### src/rtl/watch_set_controller_pkg.sv
// Shared encodings for the watch mode/field sequencer and the display cursor logic.
// Mode encodings, per-mode field indices, strobe bit positions and cursor codes.
package watch_set_controller_pkg;

   typedef enum logic [1:0] {
      WATCH    = 2'd0,
      SET_TIME = 2'd1,
      SET_DATE = 2'd2,
      MODE_BAD = 2'd3
   } mode_e;

   // SET_TIME field indices
   localparam logic [1:0] HOUR    = 2'd0;
   localparam logic [1:0] MIN     = 2'd1;
   localparam logic [1:0] SET_SEC = 2'd2;

   // SET_DATE field indices
   localparam logic [1:0] YEAR  = 2'd0;
   localparam logic [1:0] MONTH = 2'd1;
   localparam logic [1:0] DAY   = 2'd2;

   localparam logic [1:0] FIELD_LAST = 2'd2;

   // inc_time / inc_date bit positions
   localparam int STB_SEC   = 0;
   localparam int STB_MIN   = 1;
   localparam int STB_HOUR  = 2;
   localparam int STB_DAY   = 3;
   localparam int STB_MONTH = 0;
   localparam int STB_YEAR  = 1;

   localparam logic [2:0] CUS_NONE  = 3'd0;
   localparam logic [2:0] CUS_SEC   = 3'd1;
   localparam logic [2:0] CUS_MIN   = 3'd2;
   localparam logic [2:0] CUS_HOUR  = 3'd3;
   localparam logic [2:0] CUS_DAY   = 3'd4;
   localparam logic [2:0] CUS_MONTH = 3'd5;
   localparam logic [2:0] CUS_YEAR  = 3'd6;

   function automatic logic [2:0] cursor_code(input mode_e m, input logic [1:0] f);
      logic [2:0] code;
      code = CUS_NONE;
      case (m)
         SET_TIME: begin
            case (f)
               HOUR:    code = CUS_HOUR;
               MIN:     code = CUS_MIN;
               SET_SEC: code = CUS_SEC;
               default: code = CUS_NONE;
            endcase
         end
         SET_DATE: begin
            case (f)
               YEAR:    code = CUS_YEAR;
               MONTH:   code = CUS_MONTH;
               DAY:     code = CUS_DAY;
               default: code = CUS_NONE;
            endcase
         end
         default: code = CUS_NONE;
      endcase
      return code;
   endfunction

endpackage

### src/rtl/watch_set_controller_set_idle_timer.sv
// Idle-seconds counter for the set modes; only instantiated when SET_TIMEOUT_EN is defined.
// expire flags the tick that would bring the count up to TIMEOUT_SEC.
module set_idle_timer #(
   parameter int TIMEOUT_SEC = 30
) (
   input  logic clk,
   input  logic reset,
   input  logic count_en,
   input  logic clear,
   output logic expire
);

   localparam logic [5:0] TERM = 6'(TIMEOUT_SEC - 1);

   logic [5:0] count_q;

   always_ff @(posedge clk or posedge reset) begin
      if (reset) begin
         count_q <= 6'd0;
      end else if (clear) begin
         count_q <= 6'd0;
      end else if (count_en) begin
         count_q <= count_q + 6'd1;
      end
   end

   assign expire = count_en && (count_q == TERM);

endmodule

### src/rtl/watch_set_controller.sv
// Mode/field sequencer: routes divider pulses or user increments to the time/date counters.
// Optional idle timeout back to WATCH is built only when SET_TIMEOUT_EN is defined.
module watch_set_controller
   import watch_set_controller_pkg::*;
#(
   parameter int TIMEOUT_SEC = 30
) (
   input  logic       clk,
   input  logic       reset,
   input  logic       mode_pedge,
   input  logic       sel_pedge,
   input  logic       inc_pedge,
   input  logic       tick_sec,
   input  logic       carry_min,
   input  logic       carry_hour,
   input  logic       carry_day,
   output logic [1:0] mode,
   output logic [3:0] inc_time,
   output logic [1:0] inc_date,
   output logic [2:0] cursor_pos,
   output logic       cursor_blink
);

   // state    | meaning
   // WATCH    | normal timekeeping, divider pulses forwarded
   // SET_TIME | editing hour / min / sec, time frozen
   // SET_DATE | editing year / month / day, time frozen
   // MODE_BAD | unreachable, falls back to WATCH

   mode_e      state_q, state_d;
   logic [1:0] field_q, field_d;
   logic [3:0] inc_time_d;
   logic [1:0] inc_date_d;
   logic [2:0] cursor_pos_d;
   logic       blink_q, blink_d;
   logic       in_set, sel_acc, inc_acc, timeout;

   assign in_set  = (state_q == SET_TIME) || (state_q == SET_DATE);
   assign sel_acc = in_set && !mode_pedge && sel_pedge;
   assign inc_acc = in_set && !mode_pedge && !sel_pedge && inc_pedge;

`ifdef SET_TIMEOUT_EN
   logic idle_expire;
   logic idle_clear;

   assign idle_clear = mode_pedge || sel_acc || inc_acc || (state_d == WATCH);

   set_idle_timer #(
      .TIMEOUT_SEC (TIMEOUT_SEC)
   ) u_set_idle_timer (
      .clk      (clk),
      .reset    (reset),
      .count_en (in_set && tick_sec),
      .clear    (idle_clear),
      .expire   (idle_expire)
   );

   // A button press in the expiring cycle counts as activity and cancels the timeout.
   assign timeout = idle_expire && !sel_acc && !inc_acc;
`else
   logic unused_timeout_cfg;
   assign unused_timeout_cfg = (TIMEOUT_SEC != 0);
   assign timeout = 1'b0;
`endif

   always_ff @(posedge clk or posedge reset) begin
      if (reset) begin
         state_q      <= WATCH;
         field_q      <= 2'd0;
         blink_q      <= 1'b0;
         inc_time     <= 4'd0;
         inc_date     <= 2'd0;
         cursor_pos   <= CUS_NONE;
      end else begin
         state_q      <= state_d;
         field_q      <= field_d;
         blink_q      <= blink_d;
         inc_time     <= inc_time_d;
         inc_date     <= inc_date_d;
         cursor_pos   <= cursor_pos_d;
      end
   end

   always_comb begin
      state_d = state_q;
      field_d = field_q;
      case (state_q)
         WATCH: begin
            if (mode_pedge) state_d = SET_TIME;
         end
         SET_TIME: begin
            if (mode_pedge)   state_d = SET_DATE;
            else if (timeout) state_d = WATCH;
         end
         SET_DATE: begin
            if (mode_pedge || timeout) state_d = WATCH;
         end
         default: state_d = WATCH;
      endcase

      if (state_d != state_q) begin
         field_d = 2'd0;
      end else if (sel_acc) begin
         field_d = (field_q >= FIELD_LAST) ? 2'd0 : field_q + 2'd1;
      end
   end

   always_comb begin
      inc_time_d = 4'd0;
      inc_date_d = 2'd0;
      if (state_q == WATCH) begin
         inc_time_d = {carry_day, carry_hour, carry_min, tick_sec};
      end else if (inc_acc) begin
         if (state_q == SET_TIME) begin
            case (field_q)
               HOUR:    inc_time_d[STB_HOUR] = 1'b1;
               MIN:     inc_time_d[STB_MIN]  = 1'b1;
               SET_SEC: inc_time_d[STB_SEC]  = 1'b1;
               default: inc_time_d = 4'd0;
            endcase
         end else begin
            case (field_q)
               YEAR:    inc_date_d[STB_YEAR]  = 1'b1;
               MONTH:   inc_date_d[STB_MONTH] = 1'b1;
               DAY:     inc_time_d[STB_DAY]   = 1'b1;
               default: inc_date_d = 2'd0;
            endcase
         end
      end

      cursor_pos_d = cursor_code(state_d, field_d);

      if (!((state_d == SET_TIME) || (state_d == SET_DATE))) begin
         blink_d = 1'b0;
      end else if ((state_d != state_q) || sel_acc || inc_acc) begin
         blink_d = 1'b1;
      end else if (tick_sec) begin
         blink_d = !blink_q;
      end else begin
         blink_d = blink_q;
      end
   end

   assign mode         = state_q;
   assign cursor_blink = blink_q;

endmodule

### config.mk
export PLATFORM = sky130hd
export DESIGN_NAME = watch_set_controller
export DESIGN_NICKNAME = d
export VERILOG_FILES = /design/src/rtl/watch_set_controller_pkg.sv /design/src/rtl/watch_set_controller_set_idle_timer.sv /design/src/rtl/watch_set_controller.sv
export SDC_FILE = /design/constraint.sdc
export NUM_CORES = 1
export LEC_CHECK = 0
export ABC_AREA = 0
export CAP_MARGIN = 25
export CORE_MARGIN = 8
export CORE_UTILIZATION = 40
export DETAILED_ROUTE_END_ITERATION = 6
export GPL_TIMING_DRIVEN = 0
export MAX_ROUTING_LAYER = met4
export PLACE_DENSITY = 0.8
export SETUP_SLACK_MARGIN = 0.4
export SLEW_MARGIN = 20
export SYNTH_ARGS = -nofsm -noshare
export SYNTH_HDL_FRONTEND = slang
export SYNTH_SLANG_ARGS = --single-unit
### constraint.sdc
create_clock -name clk -period 5.35 [get_ports clk]
set_clock_uncertainty 0.05 [all_clocks]
set_input_delay 0.8025 -clock clk [delete_from_list [all_inputs] [get_ports clk]]
set_output_delay 0.8025 -clock clk [all_outputs]
set_load 0.03 [all_outputs]
# Word level (Yosys, flattened, before mapping)
# Index checks and enable logic that the tools add are counted.
# word_totals
reg_bits	14
output_inout_bits	12
wordCells	55
# op_classes
n_addsub	1
order_cmp	1
n_eq_ne	10
muxes	23
reduce_logical	14
# op_table
operator	n
2-bit 2-to-1 mux	9
2-bit case mux with 3 select lines	2
3-bit case mux with 3 select lines	1
2-bit by 1-bit == test with 1-bit output, second input constant	4
2-bit == test, second input constant	4
4-bit 2-to-1 mux	2
1-bit 2-to-1 mux	7
2-bit logical NOT	3
3-bit case mux with 2 select lines	1
1-bit logical AND	4
1-bit logical OR	4
1-bit logical NOT	3
3-bit 2-to-1 mux	1
3-bit by 2-bit != test with 1-bit output, second input constant	1
2-bit by 1-bit adder with 2-bit output, second input constant	1
2-bit >= comparator, second input constant	1
2-bit != test	1

# Logic depth before layout (Yosys ltp)
# Gate-level depths: netlist of run 1.
# depth
ltp_word	9
mapped_depth	11

# Worst setup path after synthesis of run 1
# Ideal clock, no wire load.
# synth_timing
kind	register -> register
from	register state_q[0] (netlist: mode[0])
to	register cursor_pos[1]
arrival_ns	2.108
required_ns	5.169
setup_slack_ns	3.062
stages_incl_launch_ff	10
path_buffers	0
synth_period_minus_slack_ns	2.288
path_cell_list	dfrtp_1 inv_1 ha_1 o21ba_1 nor2_1 or3_1 ha_1 nor2b_1 o31ai_1 a211oi_1
# synth_between
elab_chain_len	9
# synth_rtl
item	line	source
start, declared	watch_set_controller.sv:30	mode_e state_q, state_d;
start signal, assigned	watch_set_controller.sv:75	state_q <= state_d;
parallel branches: the longest is 8 deep, another holds 2-bit case mux with 3 select lines	--	
3-bit case mux with 2 select lines (*)	watch_set_controller_pkg.sv:43	case (m)
via cursor_pos_d[1]	watch_set_controller.sv:34	logic [2:0] cursor_pos_d;
end signal, assigned	watch_set_controller.sv:80	cursor_pos <= cursor_pos_d;
end, declared	watch_set_controller.sv:20	output logic [2:0] cursor_pos,
# Mark *: on every way through the listed nets, which the timed path passes.
# A chain may end at the register's enable or synchronous reset.

# Final worst setup path of run 1
# layout_timing
from	input mode_pedge
to	register cursor_pos[1]
# layout_between
elab_chain_len	8
# layout_rtl
item	line	source
start, declared	watch_set_controller.sv:10	input logic mode_pedge,
parallel branches: the longest is 7 deep, another holds 2-bit case mux with 3 select lines	--	
3-bit case mux with 2 select lines (*)	watch_set_controller_pkg.sv:43	
via cursor_pos_d[1]	watch_set_controller.sv:34	
# Marked as above.

==> results of run 1 <==
## final timing paths
kind,from,to,slack [ns]
max,mode_pedge,cursor_pos[1],2.74
min,field_q[0],inc_date[1],0.58
max reg2reg,mode[0],cursor_pos[1],2.94
min reg2reg,field_q[0],inc_date[1],0.58
max in group asynchronous,reset,cursor_pos[2],4.10
min in group asynchronous,reset,cursor_pos[1],0.81
## worst reg2reg max path, stage by stage, from the launching register on
cell      delay, ns
dfrtp_1        0.46
inv_1          0.12
ha_1           0.30
o21ba_1        0.24
nor2_1         0.06
or3_1          0.38
ha_1           0.24
nor2b_1        0.14
o31ai_1        0.21
a211oi_1       0.10
## synth_stat cells (all sizes together) (2+ instances only)
cell	count
o21ai	5
inv	7
o31ai	2
or3	2
nand3b	2
a211oi	2
nor2	9
dfrtp	14
nand2b	3
nor2b	2
nand2	5
ha	6
## cell type report
cell class	instances	area share, %
buffer	1	0.368
clock buffer	3	2.21
inverter	7	2.58
multi-input combinational	53	37.5
sequential	14	34.4
tap	27	3.31
timing repair buffer	20	19.6
## registers in the layout, indices dropped and copies added (netlist names)
register      flops
cursor_blink      1
field_q           2
mode              2
inc_date          2
inc_time          4
cursor_pos        3
## cell families (layout without fill, tap and decap cells)
family          after synthesis  after routing
xor+xnor                      1              1
buf+inv                       8             31
flops                        14             14
mux                           2              2
compound gates               15             15
simple gates                 29             29
fa+ha+maj                     6              6
## power by group through the flow
stage | sequential (W) | clock, W | combinational [W]
final | 0.000162 | 0.0000566 | 0.000319
after global routing | 0.000167 | 0.0000628 | 0.000349
after CTS | 0.000162 | 0.0000585 | 0.000321
after detailed placement | 0.000163 | 0 | 0.000318
after global placement | 0.000162 | 0 | 0.000310
after floorplan | 0.000214 | 0 | 0.000163
## layer usage
| metal | track usage, % | up-vias |
|---|---|---|
| met4 | 7.48 | 0 |
| met5 | - | - |
| li1 | - | 306 |
| met2 | 19.2 | 26 |
| met3 | 3.01 | 4 |
| met1 | 10.9 | 308 |
## per-stage QoR
step	cells	area (µm²)
after floorplan	75	763
after global placement	122	997
after detailed placement	122	997
after CTS	125	1020
after global routing	125	1020
final	125	1020
==> summary.md, run 1 <==
| Metric | Value |
|---|---|
| CTS Sinks | 14 |
| CTS buffer count | 3 |
| Post-DP HPWL | 1350 µm |
| DR WL/cell | 14.0 µm |
| Crit path largest cell delay | 0.48 ns |
| Die H | 59.7 µm |
| Fin crit share | 48.9% |
| Hold crit path type | flip-flop to flip-flop |
| Max transition margin | 66.1% |
| Core area | 1880 µm² |
| Leak | 0.457 nW |
| Status | finished, final reports clean |
| WL met3 | 138 µm |
| Setup Buffers After CTS | 0 |
| CTS tree | done |
| Met2 WL | 860 µm |
| Std-Cell Rows | 16 |
| Tmin final | 2.61 ns |
| Largest net degree at the start of global routing | 15 |
| Clk buf depth | 2 |
| Post-Synth Simple-Gate Area | 22.0% |
| Post-CTS Hold Fix Bufs | 0 |
| Root buffer cell | clkbuf_4 |
| Crit-path leading delay family | compound AO/OA/AOI/OAI gates |
| Synth warn | 0 |
| Cells after Synth | 75 |
| Top_reg_cell synth | dfrtp_1 |
| Fin nets | 115 |
| Final setup margin | 2.74 ns |
| PwrDens | 528 nW/µm² |
| WP depth | 8 |
| Ratio of cells with drive above 1 in the final layout | 8.16% |
| Maximum vdd drop | 251 µV |
| Final Slew Violations | 0 |
| Vias in the first global route | 673 |
| Wirelength, routed | 1760 µm |
| Wl on met1 | 709 µm |
| Internal power | 0.000300 W |
| CP endpoint kind | flip-flop |
| Reg2reg path depth | 9 |
| Mux share of post-synthesis cell area | 2.79% |
| CTS clk-pin slew, worst paths | 0.08 ns |
| Power, Total | 0.000538 W |
| Post-Syn Nets | 90 |
| Endpoints failing hold | 0 |
| Worst hold path depth | 1 |
| Dominant cell type by area after synthesis | dfrtp_1 |
| Placer Congestion | 0.774 |
| Number of synthesized flops with an enable pin | 0 |
| Largest family of logic cells by synthesized area | simple AND/OR/NAND/NOR gates |
| Compound-Gate Fraction of Synth Area | 14.4% |
| RSZ-0062 raised after global routing | false |
| Setup TNS | 0 ns |
| Multi-input gate area | 383 µm² |
| Drt first-iter violations | 8 |
| Critical path, cell by cell | clkdlybuf4s50_1, o21ba_1, nor2_1, or3_1, ha_1, nor2b_1, o31ai_1, a211oi_1 |
| Hold slack | 0.580 ns |
| Largest cells by area after synthesis | dfrtp_1, ha_1, nor2_1 |
| Place WS | 2.47 ns |
| Post-synthesis xor/xnor area fraction | 1.15% |
| Sequential Power Share | 30.1% |
| Initial antenna violation count | 0 |
| Seq/Total Area, Yosys | 45.9% |
| Comb pwr share | 59.4% |
| Most common cell after layout, fill and taps aside | clkdlybuf4s50_1 |
| First-pass DRT Iterations | 4 |
| Netlist cell types | 30 |
| Critical-path top delay cell | clkdlybuf4s50_1 |
| Antenna diodes | 0 |
| Routed via count | 644 |
| Cell Area, Synth | 763 µm² |
| Synth top area share | 45.9% |
| Worst path bufs/invs | 1 |
| Global route overflow | 0 |
| Vias per cell | 5.15 |
| Clock latency at the later pin of the worst-skew pair | 0.27 ns |
| Sw frac | 44.3% |
| Maxcap violations | 0 |
| Final Setup Violations | 0 |
| Reg area | 350 µm² |
| Adder-Cell Fraction of Synth Area | 9.84% |
| Fmax | 383 MHz |
| Top routing layer used | met4 |
| Clock H-tree levels | 1 |
| # DRC | 0 |
| Area Overhead vs Synth | 33.6% |
| IO Port Bufs | 20 |
| Clk pwr share | 10.5% |
| Post-Syn Area per Cell | 10.2 µm² |
| First-pass GRT wire length | 2940 µm |
| CP Data Required Time | 5.46 ns |
| Most frequent cells in the layout | clkdlybuf4s50_1, dfrtp_1, nor2_1 |
| IO Count | 21 |
| Die footprint | 3560 µm² |
| Initial Util | 40.6% |
| Yosys reg bits | 14 |
| Asr flop ratio synth | 100% |
| Worst path arrival time | 2.72 ns |
| Sw Pwr | 0.000238 W |
| Routed Antenna Nets | 0 |
| Worst-path fanout max | 6 |
| Post-cts resize count | 0 |
| Slew @ Worst Pin | 0.508 ns |
| Setup crit start kind | primary input |
| FILL cells | 179 |
| Die width | 59.7 µm |
| Overall global routing resource usage | 11.2% |
| Core Util, Final | 54.2% |
| Critical path class | primary input to flip-flop |
Power figures use the tool's default switching activity.
==> run 2: changes to the inputs <==
--- a/config.mk
+++ b/config.mk
@@ -12,7 +12,7 @@
 export DETAILED_ROUTE_END_ITERATION = 6
 export GPL_TIMING_DRIVEN = 0
 export MAX_ROUTING_LAYER = met4
-export PLACE_DENSITY = 0.8
+export PLACE_DENSITY = 0.83
 export SETUP_SLACK_MARGIN = 0.4
 export SLEW_MARGIN = 20
 export SYNTH_ARGS = -nofsm -noshare
==> constraint.sdc (replaced) <==
create_clock -name clk -period 2.3 [get_ports clk]
set_clock_uncertainty 0.05 [all_clocks]
set_input_delay 0.345 -clock clk [delete_from_list [all_inputs] [get_ports clk]]
set_output_delay 0.345 -clock clk [all_outputs]
set_load 0.03 [all_outputs]
==> run 2 against run 1 <==
Against the previous run: combinational power grew to 3.3 times the previous value; hold slack got worse by 0.23 ns; global-route usage is 0.76 points higher; worst setup slack got worse by 2.6 ns; via count rose by 7.0%; final area grew 17%; final cell count increased by 6.4%; non-clock buffer count is 7 higher; clock power grew to 3.3 times the previous value; critical endpoint unchanged.
==> summary.md, run 2 (synthesized netlist as in run 1, its figures left out) <==
| Metric | Value |
|---|---|
| Status | finished, final reports clean |
| Post-DP HPWL | 1360 µm |
| Final setup margin | 0.170 ns |
| Setup crit start kind | flip-flop |
| First-pass DRT Iterations | 4 |
| Clock latency at the later pin of the worst-skew pair | 0.29 ns |
| Max transition margin | 63.0% |
| Placer Congestion | 0.799 |
| Placed inst area | 1020 µm² |
| Die footprint | 3560 µm² |
| Sw frac | 42.7% |
| Final Slew Violations | 0 |
| CP endpoint kind | flip-flop |
| Power, Total | 0.00161 W |
| Maxcap violations | 0 |
| Design area | 1190 µm² |
| Fin crit share | 92.6% |
| Drt first-iter violations | 8 |
| Wirelength, routed | 2090 µm |
| PwrDens | 1350 nW/µm² |
| Place WS | -0.0515 ns |
| IO Count | 21 |
| Tmin final | 2.13 ns |
| RSZ-0062 raised after global routing | true |
| Clk buf depth | 2 |
| Most common cell after layout, fill and taps aside | clkdlybuf4s50_1 |
| Sw Pwr | 0.000685 W |
| Initial antenna violation count | 0 |
| Routed Antenna Nets | 0 |
| Leak | 0.511 nW |
| Die width | 59.7 µm |
| # DRC | 0 |
| Area Overhead vs Synth | 56.1% |
| Fin nets | 122 |
| Largest regs | inc_time (4), cursor_pos (3) |
| Std-Cell Rows | 16 |
| CTS tree | done |
| Fmax | 469 MHz |
| CTS clk-pin slew, worst paths | 0.09 ns |
| DR WL/cell | 15.7 µm |
| Final Setup Violations | 0 |
| Die H | 59.7 µm |
| Endpoints failing hold | 0 |
| Vias in the first global route | 672 |
| CTS Sinks | 14 |
| Non-Filler Instances | 133 |
| Placed Instances | 122 |
| Hold crit path type | primary input to asynchronous set/reset pin |
| Worst-path fanout max | 4 |
| Comb pwr share | 64.6% |
| FILL cells | 171 |
| Core area | 1880 µm² |
| Routed via count | 689 |
| Largest register FFs | 4 |
| Antenna diodes | 0 |
| Global route overflow | 0 |
| Clock H-tree levels | 1 |
| Clk pwr share | 11.4% |
| Most frequent cells in the layout | clkdlybuf4s50_1, dfrtp_1, nor2_1 |
| Maximum vdd drop | 693 µV |
| Largest net degree at the start of global routing | 15 |
| Critical path class | flip-flop to flip-flop |
| Most flop-heavy register | inc_time |
| First-pass GRT wire length | 3080 µm |
| Slew @ Worst Pin | 0.547 ns |
| CTS buffer count | 3 |
| IO Port Bufs | 20 |
| Overall global routing resource usage | 12.0% |
| Root buffer cell | clkbuf_4 |
| Ratio of cells with drive above 1 in the final layout | 32.1% |
| CP Data Required Time | 2.44 ns |
| Internal power | 0.000921 W |
| Initial Util | 40.6% |
| Sequential Power Share | 24.0% |
| Worst path arrival time | 2.27 ns |
| Hold slack | 0.346 ns |
| Vias per cell | 5.18 |
==> run 2: final cells by class <==
type	count	area, µm²	area share, %
inverters	7	28.8	2.42
flip-flops and latches	14	353	29.6
multi-input cells	53	480	40.3
clock buffers	4	36.3	3.05
repair buffers	27	255	21.4
plain buffers	1	3.75	0.315
well taps	27	33.8	2.84
==> run 2: per-stage QoR <==
stage                     utilization, %  setup TNS [ns]
final                               63.3               0
after global routing                63.3               0
after global placement              54.3         -0.0528
after floorplan                        -               0
after CTS                           61.6               0
after detailed placement            54.3         -0.0846
==> run 2: path summary, 6_finish.rpt <==
path / from / endpoint / slack (ns) / depth (start not counted)
worst max-delay path: mode[1] / cursor_pos[1] / 0.17 / 10
worst min-delay path: reset / inc_time[3] / 0.35 / 2
worst max register to register: mode[1] / cursor_pos[1] / 0.17 / 10
worst min register to register: cursor_blink / cursor_blink / 0.56 / 2
max in group asynchronous: reset / mode[1] / 1.47 / 2
min in group clk: cursor_blink / cursor_blink / 0.56 / 2
==> run 2: repair_timing <==
item                                    CTS  global route
buffers inserted                          6             1
hold buffers                              0             0
pin swaps                                 2             8
endpoints found under the setup margin    3             3
gates resized for setup                  12             4
cloned                                    0             0
==> run 2: critical path, stage by stage, from the launching register on <==
cell and delay (ns):
dfrtp_2 0.44, buf_4 0.15, ha_4 0.15, o21ba_4 0.21
nor2_2 0.09, or3_4 0.15, ha_4 0.15, nor2b_1 0.05
o21ai_0 0.21, o31ai_2 0.10, a211oi_1 0.26
==> run 2: power groups by stage <==
stage	combinational, W	sequential [W]	clock (W)
2_1_floorplan	0.000423	0.000505	0
3_3_place_gp	0.000772	0.000380	0
3_5_place_dp	0.000791	0.000385	0
4_1_cts	0.000964	0.000377	0.000187
5_1_grt	0.00111	0.000394	0.000201
6_report	0.00104	0.000385	0.000184
==> run 2: routing by layer <==
metal  vias to the layer above  GRT usage (%)  wire, µm
met5                         -              -         0
met4                         0           6.12        59
met3                         6           2.58       148
met2                        29           21.2      1070
met1                       332           12.1       818
li1                        322              -         -
